$ cat src/rtl/note_sequencer_if.sv
`default_nettype none
// ============================================================================
// Module   : note_sequencer_if
// Brief    : Control/table/generator signal bundle for note_sequencer.
// Revision : 1.0
// ============================================================================
interface note_sequencer_if #(
  parameter int DEPTH = 16
);
  localparam int AW = $clog2(DEPTH);

  logic          i_tick;
  logic          i_wr_en;
  logic [AW-1:0] i_wr_addr;
  logic [23:0]   i_wr_targetf;
  logic [1:0]    i_wr_wave;
  logic [15:0]   i_wr_dur_ms;
  logic [AW:0]   i_len;
  logic          i_start;
  logic          i_stop;
  logic [23:0]   o_targetf;
  logic [7:0]    o_wave;
  logic          o_pause;
  logic          o_busy;
  logic [AW-1:0] o_idx;
  logic          o_done;

  modport master (
    output i_tick, i_wr_en, i_wr_addr, i_wr_targetf, i_wr_wave, i_wr_dur_ms,
           i_len, i_start, i_stop,
    input  o_targetf, o_wave, o_pause, o_busy, o_idx, o_done
  );

  modport slave (
    input  i_tick, i_wr_en, i_wr_addr, i_wr_targetf, i_wr_wave, i_wr_dur_ms,
           i_len, i_start, i_stop,
    output o_targetf, o_wave, o_pause, o_busy, o_idx, o_done
  );
endinterface
`default_nettype wire

$ cat src/rtl/note_sequencer.sv
`default_nettype none
// ============================================================================
// Module   : note_sequencer
// Brief    : Steps a note table, timing notes and gaps on the 48 kHz tick.
//            Define SEQ_LOOP_EN to replay the table until stopped.
// Revision : 1.0
// ============================================================================
module note_sequencer #(
  parameter int DEPTH     = 16,
  parameter int GAP_TICKS = 480
) (
  input  logic            i_clk48,
  input  logic            i_rst48,
  note_sequencer_if.slave bus
);
  localparam int AW = $clog2(DEPTH);
  localparam int GW = (GAP_TICKS > 1) ? $clog2(GAP_TICKS) : 1;
  localparam logic [GW-1:0] c_GAP_LAST   = GW'((GAP_TICKS > 0) ? GAP_TICKS - 1 : 0);
  localparam logic [5:0]    c_PRESC_LAST = 6'd47;

  typedef enum logic [1:0] {
    S_IDLE = 2'd0,
    S_LOAD = 2'd1,
    S_PLAY = 2'd2,
    S_GAP  = 2'd3
  } state_t;

  state_t        state_q;
  logic [AW:0]   len_q;
  logic [AW-1:0] idx_q;
  logic [15:0]   dur_q;
  logic [5:0]    presc_q;
  logic [15:0]   ms_q;
  logic [GW-1:0] gap_q;
  logic [23:0]   targetf_q;
  logic [1:0]    wave_q;
  logic          pause_q;
  logic          busy_q;
  logic          done_q;

  // Entry layout: {dur_ms[15:0], wave[1:0], targetf[23:0]}
  logic [41:0]   mem_q [DEPTH];
  logic [41:0]   rd_q;
  logic [AW-1:0] rd_addr_d;
  logic          last_d;
  logic          gap_end_d;
  logic          play_end_d;

  // Read address leads idx by one cycle so rd_q is valid during LOAD.
  always_comb begin
    last_d     = (({1'b0, idx_q} + (AW+1)'(1)) == len_q);
    gap_end_d  = (GAP_TICKS == 0) || (bus.i_tick && (gap_q == c_GAP_LAST));
    play_end_d = bus.i_tick && (presc_q == c_PRESC_LAST) && ((ms_q + 16'd1) == dur_q);
    case (state_q)
      S_GAP:          rd_addr_d = last_d ? '0 : idx_q + AW'(1);
      S_LOAD, S_PLAY: rd_addr_d = idx_q;
      default:        rd_addr_d = '0;
    endcase
  end

  always_ff @(posedge i_clk48) begin
    if (bus.i_wr_en && (state_q == S_IDLE)) begin
      mem_q[bus.i_wr_addr] <= {bus.i_wr_dur_ms, bus.i_wr_wave, bus.i_wr_targetf};
    end
    rd_q <= mem_q[rd_addr_d];
  end

  always_ff @(posedge i_clk48) begin
    if (i_rst48) begin
      state_q   <= S_IDLE;
      len_q     <= '0;
      idx_q     <= '0;
      dur_q     <= '0;
      presc_q   <= '0;
      ms_q      <= '0;
      gap_q     <= '0;
      targetf_q <= '0;
      wave_q    <= '0;
      pause_q   <= 1'b1;
      busy_q    <= 1'b0;
      done_q    <= 1'b0;
    end else begin
      done_q <= 1'b0;
      case (state_q)
        S_IDLE: begin
          if (bus.i_start) begin
            len_q <= bus.i_len;
            idx_q <= '0;
            if (bus.i_len == '0) begin
              done_q <= 1'b1;
            end else begin
              state_q <= S_LOAD;
              busy_q  <= 1'b1;
            end
          end
        end
        S_LOAD: begin
          targetf_q <= rd_q[23:0];
          wave_q    <= rd_q[25:24];
          dur_q     <= rd_q[41:26];
          presc_q   <= '0;
          ms_q      <= '0;
          gap_q     <= '0;
          if (rd_q[41:26] == 16'd0) begin
            state_q <= S_GAP;
            pause_q <= 1'b1;
          end else begin
            state_q <= S_PLAY;
            pause_q <= 1'b0;
          end
        end
        S_PLAY: begin
          if (bus.i_tick) begin
            if (presc_q == c_PRESC_LAST) begin
              presc_q <= '0;
              ms_q    <= ms_q + 16'd1;
            end else begin
              presc_q <= presc_q + 6'd1;
            end
          end
          if (play_end_d) begin
            pause_q <= 1'b1;
            state_q <= S_GAP;
          end
        end
        S_GAP: begin
          if (gap_end_d) begin
            if (last_d) begin
`ifdef SEQ_LOOP_EN
              idx_q   <= '0;
              done_q  <= 1'b1;
              state_q <= S_LOAD;
`else
              done_q  <= 1'b1;
              busy_q  <= 1'b0;
              state_q <= S_IDLE;
`endif
            end else begin
              idx_q   <= idx_q + AW'(1);
              state_q <= S_LOAD;
            end
          end else if (bus.i_tick) begin
            gap_q <= gap_q + GW'(1);
          end
        end
        default: state_q <= S_IDLE;
      endcase
      // Abort wins over any transition decided above, including a natural finish.
      if (bus.i_stop && (state_q != S_IDLE)) begin
        state_q <= S_IDLE;
        pause_q <= 1'b1;
        busy_q  <= 1'b0;
        done_q  <= 1'b0;
      end
    end
  end

  assign bus.o_targetf = targetf_q;
  assign bus.o_wave    = {6'b0, wave_q};
  assign bus.o_pause   = pause_q;
  assign bus.o_busy    = busy_q;
  assign bus.o_idx     = idx_q;
  assign bus.o_done    = done_q;

endmodule
`default_nettype wire

$ cat src/flat_wrapper.sv
// flat-port wrapper written by rule: the top's interface ports become plain ports
module note_sequencer_flat 
#(
  parameter int DEPTH     = 16,
  parameter int GAP_TICKS = 480
)
  (i_clk48, i_rst48, bus_i_tick, bus_i_wr_en, bus_i_wr_addr, bus_i_wr_targetf, bus_i_wr_wave, bus_i_wr_dur_ms, bus_i_len, bus_i_start, bus_i_stop, bus_o_targetf, bus_o_wave, bus_o_pause, bus_o_busy, bus_o_idx, bus_o_done);
  note_sequencer_if #(.DEPTH(DEPTH)) bus_i ();
  input  logic i_clk48;
  input  logic i_rst48;
  input wire logic [$bits(bus_i.i_tick)-1:0] bus_i_tick;
  input wire logic [$bits(bus_i.i_wr_en)-1:0] bus_i_wr_en;
  input wire logic [$bits(bus_i.i_wr_addr)-1:0] bus_i_wr_addr;
  input wire logic [$bits(bus_i.i_wr_targetf)-1:0] bus_i_wr_targetf;
  input wire logic [$bits(bus_i.i_wr_wave)-1:0] bus_i_wr_wave;
  input wire logic [$bits(bus_i.i_wr_dur_ms)-1:0] bus_i_wr_dur_ms;
  input wire logic [$bits(bus_i.i_len)-1:0] bus_i_len;
  input wire logic [$bits(bus_i.i_start)-1:0] bus_i_start;
  input wire logic [$bits(bus_i.i_stop)-1:0] bus_i_stop;
  output wire logic [$bits(bus_i.o_targetf)-1:0] bus_o_targetf;
  output wire logic [$bits(bus_i.o_wave)-1:0] bus_o_wave;
  output wire logic [$bits(bus_i.o_pause)-1:0] bus_o_pause;
  output wire logic [$bits(bus_i.o_busy)-1:0] bus_o_busy;
  output wire logic [$bits(bus_i.o_idx)-1:0] bus_o_idx;
  output wire logic [$bits(bus_i.o_done)-1:0] bus_o_done;
  assign bus_i.i_tick = bus_i_tick;
  assign bus_i.i_wr_en = bus_i_wr_en;
  assign bus_i.i_wr_addr = bus_i_wr_addr;
  assign bus_i.i_wr_targetf = bus_i_wr_targetf;
  assign bus_i.i_wr_wave = bus_i_wr_wave;
  assign bus_i.i_wr_dur_ms = bus_i_wr_dur_ms;
  assign bus_i.i_len = bus_i_len;
  assign bus_i.i_start = bus_i_start;
  assign bus_i.i_stop = bus_i_stop;
  assign bus_o_targetf = bus_i.o_targetf;
  assign bus_o_wave = bus_i.o_wave;
  assign bus_o_pause = bus_i.o_pause;
  assign bus_o_busy = bus_i.o_busy;
  assign bus_o_idx = bus_i.o_idx;
  assign bus_o_done = bus_i.o_done;
  note_sequencer #(.DEPTH(DEPTH), .GAP_TICKS(GAP_TICKS)) u_core (.i_clk48(i_clk48), .i_rst48(i_rst48), .bus(bus_i));
endmodule
$ cat config.mk
export PLATFORM = sky130hd
export DESIGN_NAME = note_sequencer_flat
export DESIGN_NICKNAME = d
export VERILOG_FILES = /design/src/rtl/note_sequencer_if.sv /design/src/rtl/note_sequencer.sv /design/src/flat_wrapper.sv
export SDC_FILE = /design/constraint.sdc
export NUM_CORES = 1
export LEC_CHECK = 0
export ABC_AREA = 1
export ABC_CLOCK_PERIOD_IN_PS = 4500
export CAP_MARGIN = 20
export CORE_MARGIN = 3
export CORE_UTILIZATION = 50
export DETAILED_ROUTE_END_ITERATION = 7
export PLACE_DENSITY_LB_ADDON = 0.15
export SLEW_MARGIN = 5
export SYNTH_ARGS = -nofsm -noshare
export SYNTH_HDL_FRONTEND = slang
export SYNTH_SLANG_ARGS = --single-unit
$ cat constraint.sdc
create_clock -name i_clk48 -period 4.5 [get_ports i_clk48]
set_input_delay 1.35 -clock i_clk48 [delete_from_list [all_inputs] [get_ports i_clk48]]
set_output_delay 1.35 -clock i_clk48 [all_outputs]
set_load 0.03 [all_outputs]
Word level (Yosys, flattened, before mapping). Memory sizes are Yosys's and may differ from the RTL's. A register that Yosys moved wholly into a read port is not among the register bits. Cells that the tools add are included.

Flip-flop bits (word level): 87. RAM bits: 672. Input port bits: 57. Memories: 1.

$add $sub $neg: 5. Eq/ne operators: 17. Mux-type cells: 37. Reduce and logical (&&, ||, !) cells: 22.

Memory list: u_core.mem_q (words 16, bits a word 42, read ports 1, clocked after Yosys merged registers in 1, write ports 1, RTL line note_sequencer.sv:42) `logic [41:0] mem_q [DEPTH];`.

Operators by type and width (count): 16-bit 2-to-1 mux (2); 16-bit case mux with 2 select lines (1); 9-bit 2-to-1 mux (2); 9-bit case mux with 2 select lines (1); 16-bit by 1-bit adder with 16-bit output, second input constant (1); 16-bit equality test (1); 16-bit zero test (1); 4-bit 2-to-1 mux (4); 4-bit case mux with 2 select lines (2); 1-bit 2-to-1 mux (14); 6-bit 2-to-1 mux (2); 2-bit inequality test, second input constant (6); 6-bit case mux with 2 select lines (1); 9-bit by 1-bit adder with 9-bit output, second input constant (1); 9-bit equality test, second input constant (1); 2-bit 2-to-1 mux (4); 2-bit by 1-bit inequality test with 1-bit output, second input constant (4); 2-bit case mux with 4 select lines (1); 4-bit AND reduction (2); 2-bit nonzero test (4); 6-bit by 1-bit adder with 6-bit output, second input constant (1); 6-bit equality test, second input constant (1); 1-bit case mux with 2 select lines (3); 2-bit AND reduction (3); 11 further kinds (18).

Depth between registers and ports, before layout. Gate-level depths: netlist of the first run.

Depth after elaboration: 5. Mapped depth: 18. Depth with buffers taken out: 16.

Least setup slack after synthesis of the first run. Ideal clock, no wire load.

Path kind: in2reg. Start: input bus_i_wr_en. End: memory u_core.mem_q[4][0], enable pin. Arrival time: 3400 ps. Setup slack: 659 ps. Cell stages on the path: 4. Cell sequence: nand2_1 > inv_1 > nand3b_1 > nor2_1.

Cells in the longest elaborated chain, start to end: 3.

RTL lines: start: declaration (RTL line flat_wrapper.sv:12) `input wire logic [$bits(bus_i.i_wr_en)-1:0] bus_i_wr_en;`; 1-bit logical AND (RTL line note_sequencer.sv:62) `if (bus.i_wr_en && (state_q == S_IDLE)) begin`; 1-bit 2-to-1 mux (RTL line note_sequencer.sv:62); 1-bit 2-to-1 mux (implied by the code) (RTL line note_sequencer.sv:63) `mem_q[bus.i_wr_addr] <= {bus.i_wr_dur_ms, bus.i_wr_wave, bus.i_wr_targetf};`; end: declaration (RTL line note_sequencer.sv:42).

No other way between the ends.

Final worst setup path of the first run.
Start: register u_core.state_q[0]. End: register u_core.rd_q[15] (read register of u_core.mem_q).

Cells in the longest elaborated chain, start to end: 3. Elaborated cells on any way between the ends: 5. Classes of those cells: eq/ne: 3; mux: 1; reduce/logical: 1.

RTL lines: start: declaration (RTL line note_sequencer.sv:28) `state_t state_q;`; start signal: assignment (RTL line note_sequencer.sv:70) `state_q <= S_IDLE;`; start signal: assignment (RTL line note_sequencer.sv:92) `state_q <= S_LOAD;`; start signal: assignment (RTL line note_sequencer.sv:105) `state_q <= S_GAP;`; 2-bit by 1-bit equality test with 1-bit output or 2-bit equality test (tied branches) (RTL line note_sequencer.sv:54) `case (state_q)`; 2-bit OR reduction (RTL line note_sequencer.sv:54); 4-bit case mux with 2 select lines * (RTL line note_sequencer.sv:54); end: declaration (RTL line note_sequencer.sv:43) `logic [41:0] rd_q;`.

Every way passes the cells marked *; elsewhere a longest branch is shown, timed or not. A chain may end at the register's enable or synchronous reset.

==> impl_results.rst, run 1 <==
.. list-table::
   :header-rows: 1

   * - Metric
     - Value
   * - Run status
     - finished clean
   * - Number of hold buffers added after CTS
     - 0
   * - Worst Setup End Kind
     - register
   * - Hold depth
     - 2
   * - Final Max Tran Viols
     - 0
   * - Area leader, netlist
     - sky130_fd_sc_hd__edfxtp_1
   * - Async set or reset register ratio after synthesis
     - 0%
   * - Bufs on Longest Clock Path
     - 3
   * - Final cell utilization of the core
     - 57.6%
   * - Top area cells in the synthesized netlist
     - sky130_fd_sc_hd__edfxtp_1, sky130_fd_sc_hd__nand3_1, sky130_fd_sc_hd__dfxtp_1
   * - Detailed-route wire length per cell
     - between 20 and 25 um
   * - Clock latency of the later-clocked register in the worst-skew pair
     - about 0.64 ns
   * - Root buffer cell
     - sky130_fd_sc_hd__clkbuf_16
   * - Area share of the largest cell type after synthesis
     - 57.8%
   * - Core outline area
     - 68800 um2
   * - R2r startpoint
     - u_core.state_q[0]
   * - Number of buffers inserted by port buffering
     - 89
   * - Setup-violating endpoint count in the final report
     - 0
   * - Register area share after synthesis
     - 65.2%
   * - Critical path fanouts, max
     - 83
   * - Slowest library cell on the worst path
     - sky130_fd_sc_hd__buf_4
   * - Warning count from the yosys run
     - 0
   * - CP most frequent cell
     - sky130_fd_sc_hd__nand3_1
   * - Post-synthesis instance area
     - 34900 um2
   * - Hold Crit Start
     - u_core.rd_q[38]
   * - Type of the tightest min-delay check
     - register to register
   * - Number of flip-flops and latches in the synthesized netlist
     - 801
   * - Source of the critical timing path
     - u_core.state_q[0]
   * - Number of max-cap violations
     - 0
   * - Final clock period utilization by the worst path
     - 81.2%
   * - Static Leak
     - about 16 nW
   * - Most common library cells after synthesis
     - sky130_fd_sc_hd__nand3_1, sky130_fd_sc_hd__edfxtp_1, sky130_fd_sc_hd__inv_1, sky130_fd_sc_hd__nand2_1, sky130_fd_sc_hd__nor2_1
   * - Tightest Pin Transition
     - 1.09 ns
   * - Cell Int Power
     - 13.5 mW
   * - Maximum cell stage delay along the critical path
     - 0.80 ns
   * - Number of clock sinks
     - 801
   * - Combinational power share
     - 17.6%
   * - Endpoint of the worst hold path
     - u_core.dur_q[12]
   * - Proportion of power drawn by flip-flops and latches
     - 46.0%
   * - Routed wire length
     - 92.1 mm
   * - Required time of the worst setup path
     - 5.02 ns
   * - Number of global-route vias before repair
     - between 20000 and 25000
   * - Weighted congestion reported at the end of routability-driven placement
     - 0.848
   * - Post-synthesis area per instance
     - slightly above 10 um2
   * - Clock tree from TritonCTS
     - yes
   * - Number of different library cells in the post-synthesis netlist
     - 36
   * - Detailed-route DRC error count
     - 0
   * - Setup total negative slack
     - 0 ns
   * - Fraction of layout cells with a size suffix above 1
     - 6.38%
   * - Worst Path Arrival
     - 4.17 ns
   * - Fraction of power spent switching nets
     - 29.5%
   * - CTS resizes
     - 0
   * - Pin count of the biggest net entering global routing
     - between 150 and 200
   * - Initial antenna violation count
     - 4
   * - Remaining number of nets flagged by the antenna check after routing
     - 0
   * - NetSw
     - about 5.7 mW
   * - Number of nets in the layout
     - 3504
   * - Min cycle time layout
     - roughly 3.7 ns
   * - Worst-case register-to-register setup slack
     - 0.84 ns
   * - Worst-case reg-to-reg path depth
     - 11
   * - Via-per-instance ratio
     - around 5.6
   * - Worst ir drop on vdd
     - 909 uV
   * - Hold violation count in the final report
     - 0
   * - Kind of launch point of the worst setup path
     - register
   * - Count of flip-flops with a built-in enable after synthesis
     - ~670
   * - Global-route usage over all layers
     - 25.0%
   * - Crit path kind
     - register to register
   * - Number of placed I/O pins
     - 96
   * - Post-CTS Repair Setup Buffers
     - 0
   * - Clk pwr share
     - 36.5%
   * - Power density over the cells
     - 484 nW/um2
   * - Setup repair after global routing missed its margin
     - false
   * - Normalized max-slew margin
     - 27.4%
   * - Final hold slack
     - 0.452 ns
   * - Cells traversed along the worst timing path
     - ha_1 -> clkinv_1 -> nor2_1 -> nand2_4 -> nand2_8 -> buf_4 -> nand3_1 -> nand3_1 -> nand3_1 -> nand3_1 -> nand2_1
   * - Vias post-DR
     - 24700
   * - Inserted Clock Buffers
     - 86
   * - Instance count of the mapped netlist
     - between 3000 and 4000
   * - Initial standard-cell utilization of the core
     - between 50 and 60%
   * - Final setup skew
     - 0.0332 ns
   * - Number of detailed-routing iterations run before antenna repair
     - 6
   * - Starting DRT DRC Count
     - 2803
   * - Vertical die dimension
     - 270 um
   * - Primary FF master, synth
     - sky130_fd_sc_hd__edfxtp_1
   * - Die Outline Area
     - ~73000 um2
   * - Total congestion overflow
     - 0
   * - Number of cell rows
     - 96
   * - Top achievable clock speed
     - 0.274 GHz
   * - Most frequent cell after synthesis
     - sky130_fd_sc_hd__nand3_1
   * - Area added between synthesis and finish
     - 13.6%
   * - Clock-pin slew on the worst setup and hold paths
     - 0.06 ns
   * - Horizontal die dimension
     - ~270 um
   * - H-tree levels
     - 3
   * - Detail Placement HPWL
     - 47.5 mm
   * - End of the worst register-to-register path
     - u_core.rd_q[15]
   * - Wire length of the first global-routing pass
     - 141 mm
==> flip-flops by register name (all words and copies together), names as in the netlist <==
register              flops
u_core.presc_q            6
u_core.ms_q              16
u_core.bus.o_idx          4
u_core.wave_q             2
u_core.bus.o_busy         1
u_core.bus.o_targetf     24
u_core.state_q            2
u_core.bus.o_done         1
u_core.rd_q              42
u_core.gap_q              9
u_core.bus.o_pause        1
u_core.len_q              5
u_core.mem_q            672
u_core.dur_q             16
==> placed cells by master, fill, tap and decap left out, types with 16 or more instances in the layout <==
master                            instances
sky130_fd_sc_hd__a21oi_1                 51
sky130_fd_sc_hd__buf_12                  27
sky130_fd_sc_hd__buf_4                   29
sky130_fd_sc_hd__clkbuf_1                20
sky130_fd_sc_hd__clkbuf_16               90
sky130_fd_sc_hd__clkdlybuf4s50_1         89
sky130_fd_sc_hd__clkinv_2                23
sky130_fd_sc_hd__dfxtp_1                129
sky130_fd_sc_hd__edfxtp_1               672
sky130_fd_sc_hd__inv_1                  535
sky130_fd_sc_hd__nand2_1                483
sky130_fd_sc_hd__nand3_1                808
sky130_fd_sc_hd__nand3b_1               172
sky130_fd_sc_hd__nor2_1                 195
sky130_fd_sc_hd__nor2_4                  16
sky130_fd_sc_hd__o21ai_0                 64
==> per-stage QoR <==
step | power [mW] | setup WS [ns] | std cells | cell area [um2]
after floorplan | 11.0 | 0.659 | 3412 | 34900
after global placement | 12.3 | 0.806 | 4281 | 36800
after detailed placement | 12.3 | 0.822 | 4281 | 36800
after CTS | 19.3 | 0.927 | 4442 | 39600
after global routing | 20.0 | 0.571 | 4445 | 39700
final | 19.2 | 0.844 | 4446 | 39700
==> metal layers <==
layer | up-vias | global-route usage [%] | share of wire [%]
met5 | - | 0 | 0.014
met4 | 2 | 8.45 | 2.4
met3 | 162 | 4.67 | 8.1
met2 | 989 | 40.4 | 47
met1 | 12100 | 34.3 | 42
li1 | 11500 | - | -
==> cell type report <==
cell class,instances,area (um2)
inverter,543,2050
tap,931,1160
multi-input combinational,1862,9230
fill,5711,29200
timing repair buffer,145,1650
antenna,3,7.51
clock inverter,46,407
sequential,801,22800
clock buffer,115,2400
==> power by group through the flow <==
stage,clock network [mW],logic [mW],registers [mW]
after detailed placement,0,3.34,8.98
after floorplan,0,1.92,9.10
after global routing,7.44,3.66,8.87
final,7.00,3.37,8.82
after global placement,0,3.30,8.96
after CTS,7.11,3.35,8.82
==> cells by family after synthesis <==
logic type / count (synthesis) / synth area share (%)
buffers and inverters: 749 / 8.88
AND/OR/NAND/NOR: 1714 / 23.5
other: 1 / 0.0107
adder cells (fa/ha/maj): 8 / 0.287
flip-flops: 801 / 65.2
XOR/XNOR: 4 / 0.140
AO/OA/AOI/OAI: 130 / 1.98
==> worst max path at each step <==
stage | end | slack, ns | depth (start not counted)
after CTS | u_core.rd_q[15] | 0.93 | 11
final | u_core.rd_q[15] | 0.84 | 11
after global placement | u_core.mem_q[3][35] | 0.81 | 6
after detailed placement | u_core.mem_q[3][36] | 0.82 | 6
after global routing | u_core.rd_q[15] | 0.57 | 11
after floorplan | u_core.mem_q[4][0] | 0.66 | 4
==> critical path: cells and delay by family, from the launching register on <==
family	cells	cell delay, ns
adder cells (fa/ha/maj)	1	0.39
buffers and inverters	2	1.16
AND/OR/NAND/NOR	8	1.44
flip-flops	1	0.41
No activity file was read; power rests on OpenSTA's default activity.
==> run 2: changes to the inputs <==
--- a/config.mk
+++ b/config.mk
@@ -6,7 +6,7 @@
 export NUM_CORES = 1
 export LEC_CHECK = 0
 export ABC_AREA = 1
-export ABC_CLOCK_PERIOD_IN_PS = 4500
+export ABC_CLOCK_PERIOD_IN_PS = 3210
 export CAP_MARGIN = 20
 export CORE_MARGIN = 3
 export CORE_UTILIZATION = 50
==> constraint.sdc (replaced) <==
create_clock -name i_clk48 -period 3.21 [get_ports i_clk48]
set_input_delay 0.963 -clock i_clk48 [delete_from_list [all_inputs] [get_ports i_clk48]]
set_output_delay 0.963 -clock i_clk48 [all_outputs]
set_load 0.03 [all_outputs]
==> impl_results.rst, run 2 (synthesis gave the netlist of run 1 again) <==
.. list-table::
   :header-rows: 1

   * - Metric
     - Value
   * - Run status
     - finished clean (unchanged)
   * - Routed wire length
     - 91.9 mm (was 92.1 mm)
   * - Clk pwr share
     - 36.2% (was 36.5%)
   * - Clock latency of the later-clocked register in the worst-skew pair
     - 0.63 ns (was 0.64 ns)
   * - Most frequent standard cell in the layout excluding fill and tap cells
     - sky130_fd_sc_hd__nand3_1 (unchanged)
   * - Number of cell rows
     - 96 (unchanged)
   * - Cell Int Power
     - 19.2 mW (was 13.5 mW)
   * - Worst Setup End Kind
     - register (unchanged)
   * - CTS resizes
     - 0 (unchanged)
   * - Type of the tightest min-delay check
     - register to register (unchanged)
   * - Weighted congestion reported at the end of routability-driven placement
     - 0.824 (was 0.848)
   * - Global-route met1 utilization
     - 33.5% (was 34.3%)
   * - Kind of launch point of the worst setup path
     - register (unchanged)
   * - Flip-flop and latch area
     - 22800 um2 (unchanged)
   * - Overall power after layout
     - 27.2 mW (was 19.2 mW)
   * - Antenna Cells
     - 0 (was 3)
   * - Combinational power share
     - 17.9% (was 17.6%)
   * - Tightest Pin Transition
     - 0.864 ns (was 1.09 ns)
   * - M3 GR Usage
     - 3.53% (was 4.67%)
   * - Max FFs per register
     - 672 (unchanged)
   * - Area occupied by multi-input gates
     - 9230 um2 (unchanged)
   * - Via-per-instance ratio
     - 5.48 (was 5.57)
   * - Final-layout fill cell count
     - 5703 (was 5711)
   * - Clock-pin slew on the worst setup and hold paths
     - 0.06 ns (about the same)
   * - Power density over the cells
     - 677 nW/um2 (was 484 nW/um2)
   * - Normalized max-slew margin
     - 42.4% (was 27.4%)
   * - Top reg by flops
     - u_core.mem_q (unchanged)
   * - Initial standard-cell utilization of the core
     - 50.7% (unchanged)
   * - Area added between synthesis and finish
     - 15.3% (was 13.6%)
   * - Number of clock sinks
     - 801 (unchanged)
   * - Fraction of layout cells with a size suffix above 1
     - 7.45% (was 6.38%)
   * - Final clock period utilization by the worst path
     - 88.4% (was 81.2%)
   * - Root buffer cell
     - sky130_fd_sc_hd__clkbuf_16 (unchanged)
   * - Min cycle time layout
     - 2.84 ns (was 3.66 ns)
   * - Global routing met2 resource utilization
     - 41.1% (was 40.4%)
   * - Top achievable clock speed
     - 0.352 GHz (was 0.274 GHz)
   * - Proportion of power drawn by flip-flops and latches
     - 45.9% (was 46.0%)
   * - Horizontal die dimension
     - 270 um (unchanged)
   * - Static Leak
     - 15.8 nW (was 15.6 nW)
   * - Detail Placement HPWL
     - 53.7 mm (was 47.5 mm)
   * - Wire length of the first global-routing pass
     - 140 mm (was 141 mm)
   * - Starting DRT DRC Count
     - 2237 (was 2803)
   * - Setup-violating endpoint count in the final report
     - 0 (unchanged)
   * - Number of detailed-routing iterations run before antenna repair
     - 6 (unchanged)
   * - Vias post-DR
     - 24600 (was 24700)
   * - Global-route usage over all layers
     - 24.7% (was 25.0%)
   * - Die Outline Area
     - 73000 um2 (unchanged)
   * - Pin count of the biggest net entering global routing
     - 157 (was 171)
   * - Most used cells in the layout excluding fill and tap cells
     - sky130_fd_sc_hd__nand3_1, sky130_fd_sc_hd__edfxtp_1, sky130_fd_sc_hd__inv_1, sky130_fd_sc_hd__nand2_1, sky130_fd_sc_hd__nor2_1 (unchanged)
   * - Clock tree from TritonCTS
     - yes (unchanged)
   * - Number of max-cap violations
     - 0 (unchanged)
   * - Number of placed I/O pins
     - 96 (unchanged)
   * - Critical path fanouts, max
     - 52 (was 83)
   * - Crit path kind
     - register to register (unchanged)
   * - Vertical die dimension
     - 270 um (unchanged)
   * - NetSw
     - 8.04 mW (was 5.67 mW)
   * - Setup repair after global routing missed its margin
     - false (unchanged)
   * - Post-CTS Repair Setup Buffers
     - 0 (unchanged)
   * - Detailed-route wire length per cell
     - 20.5 um (was 20.7 um)
   * - Required time of the worst setup path
     - 3.72 ns (was 5.02 ns)
   * - H-tree levels
     - 3 (unchanged)
   * - Bufs on Longest Clock Path
     - 3 (unchanged)
   * - Final setup skew
     - 0.0185 ns (was 0.0332 ns)
   * - Core outline area
     - 68800 um2 (unchanged)
   * - Total congestion overflow
     - 0 (unchanged)
   * - Worst ir drop on vdd
     - 546 uV (was 909 uV)
   * - Most utilized layer in the global route result
     - met2 (unchanged)
   * - Number of nets in the layout
     - 3550 (was 3504)
   * - Final Max Tran Viols
     - 0 (unchanged)
   * - Number of global-route vias before repair
     - 23500 (was 23900)
   * - Inserted Clock Buffers
     - 85 (was 86)
   * - Worst Path Arrival
     - 3.35 ns (was 4.17 ns)
   * - Hold violation count in the final report
     - 0 (unchanged)
   * - Initial antenna violation count
     - 0 (was 4)
   * - Number of buffers inserted by port buffering
     - 89 (unchanged)
   * - Remaining number of nets flagged by the antenna check after routing
     - 0 (unchanged)
   * - Final cell utilization of the core
     - 58.5% (was 57.6%)
   * - Number of hold buffers added after CTS
     - 0 (unchanged)
   * - Fraction of power spent switching nets
     - 29.5% (about the same)
   * - Detailed-route DRC error count
     - 0 (unchanged)
-- run 2: area by class of cell --
| class | instances | share of cell area [%] |
|---|---|---|
| inverters | 543 | 5.09 |
| well taps | 931 | 2.89 |
| flip-flops and latches | 801 | 56.6 |
| multi-input cells | 1862 | 22.9 |
| clock inverters | 48 | 1.26 |
| repair buffers | 192 | 5.53 |
| clock buffers | 110 | 5.72 |
-- run 2: stage by stage --
step                setup slack, ns  TNS [ns]  cells  hold WS, ns  cell area (um2)
finish                        0.371         0   4487        0.448            40200
global route                 0.0924         0   4487        0.475            40200
CTS                           0.360         0   4487        0.457            40200
detailed placement            0.199         0   4329        0.445            37400
global placement              0.200         0   4329        0.437            37400
floorplan                    -0.244    -80.50   3412        0.428            34900
-- run 2: final timing paths --
kind         cells after the start                        to  slack [ns]                start
min reg2reg                      2  u_core.bus.o_targetf[20]        0.45      u_core.rd_q[20]
max reg2reg                     16           u_core.rd_q[35]        0.37  u_core.bus.o_idx[0]
min                              2  u_core.bus.o_targetf[20]        0.45      u_core.rd_q[20]
max                             16           u_core.rd_q[35]        0.37  u_core.bus.o_idx[0]
-- run 2: critical path, cell delays in order (launching register included) --
cell and delay, ns:
sky130_fd_sc_hd__dfxtp_1 0.50, sky130_fd_sc_hd__ha_1 0.28, sky130_fd_sc_hd__nand2_1 0.09, sky130_fd_sc_hd__nand2_1 0.12, sky130_fd_sc_hd__nand2_1 0.06, sky130_fd_sc_hd__nand3_1 0.08, sky130_fd_sc_hd__nor2_2 0.05, sky130_fd_sc_hd__nand2_4 0.12
sky130_fd_sc_hd__nand2_4 0.09, sky130_fd_sc_hd__nand2_8 0.10, sky130_fd_sc_hd__buf_12 0.30, sky130_fd_sc_hd__buf_4 0.41, sky130_fd_sc_hd__nand3_1 0.14, sky130_fd_sc_hd__nand3_1 0.11, sky130_fd_sc_hd__nand3_1 0.10, sky130_fd_sc_hd__nand3_1 0.12
sky130_fd_sc_hd__nand2_1 0.06
-- run 2: power by group through the flow --
stage	registers (mW)	clock network, mW	logic (mW)
floorplan	12.8	0	2.70
global placement	12.7	0	4.81
detailed placement	12.7	0	4.85
CTS	12.5	10.0	4.87
global route	12.5	10.5	5.30
finish	12.5	9.86	4.86
-- run 2: layer usage --
layer / vias up / share of wire, % / routed length (um)
met4: 0 / 2.9 / 2690
li1: 11600 / - / -
met1: 12000 / 42 / 38600
met2: 878 / 48 / 44400
met3: 143 / 6.8 / 6210
met5: - / 0 / 0
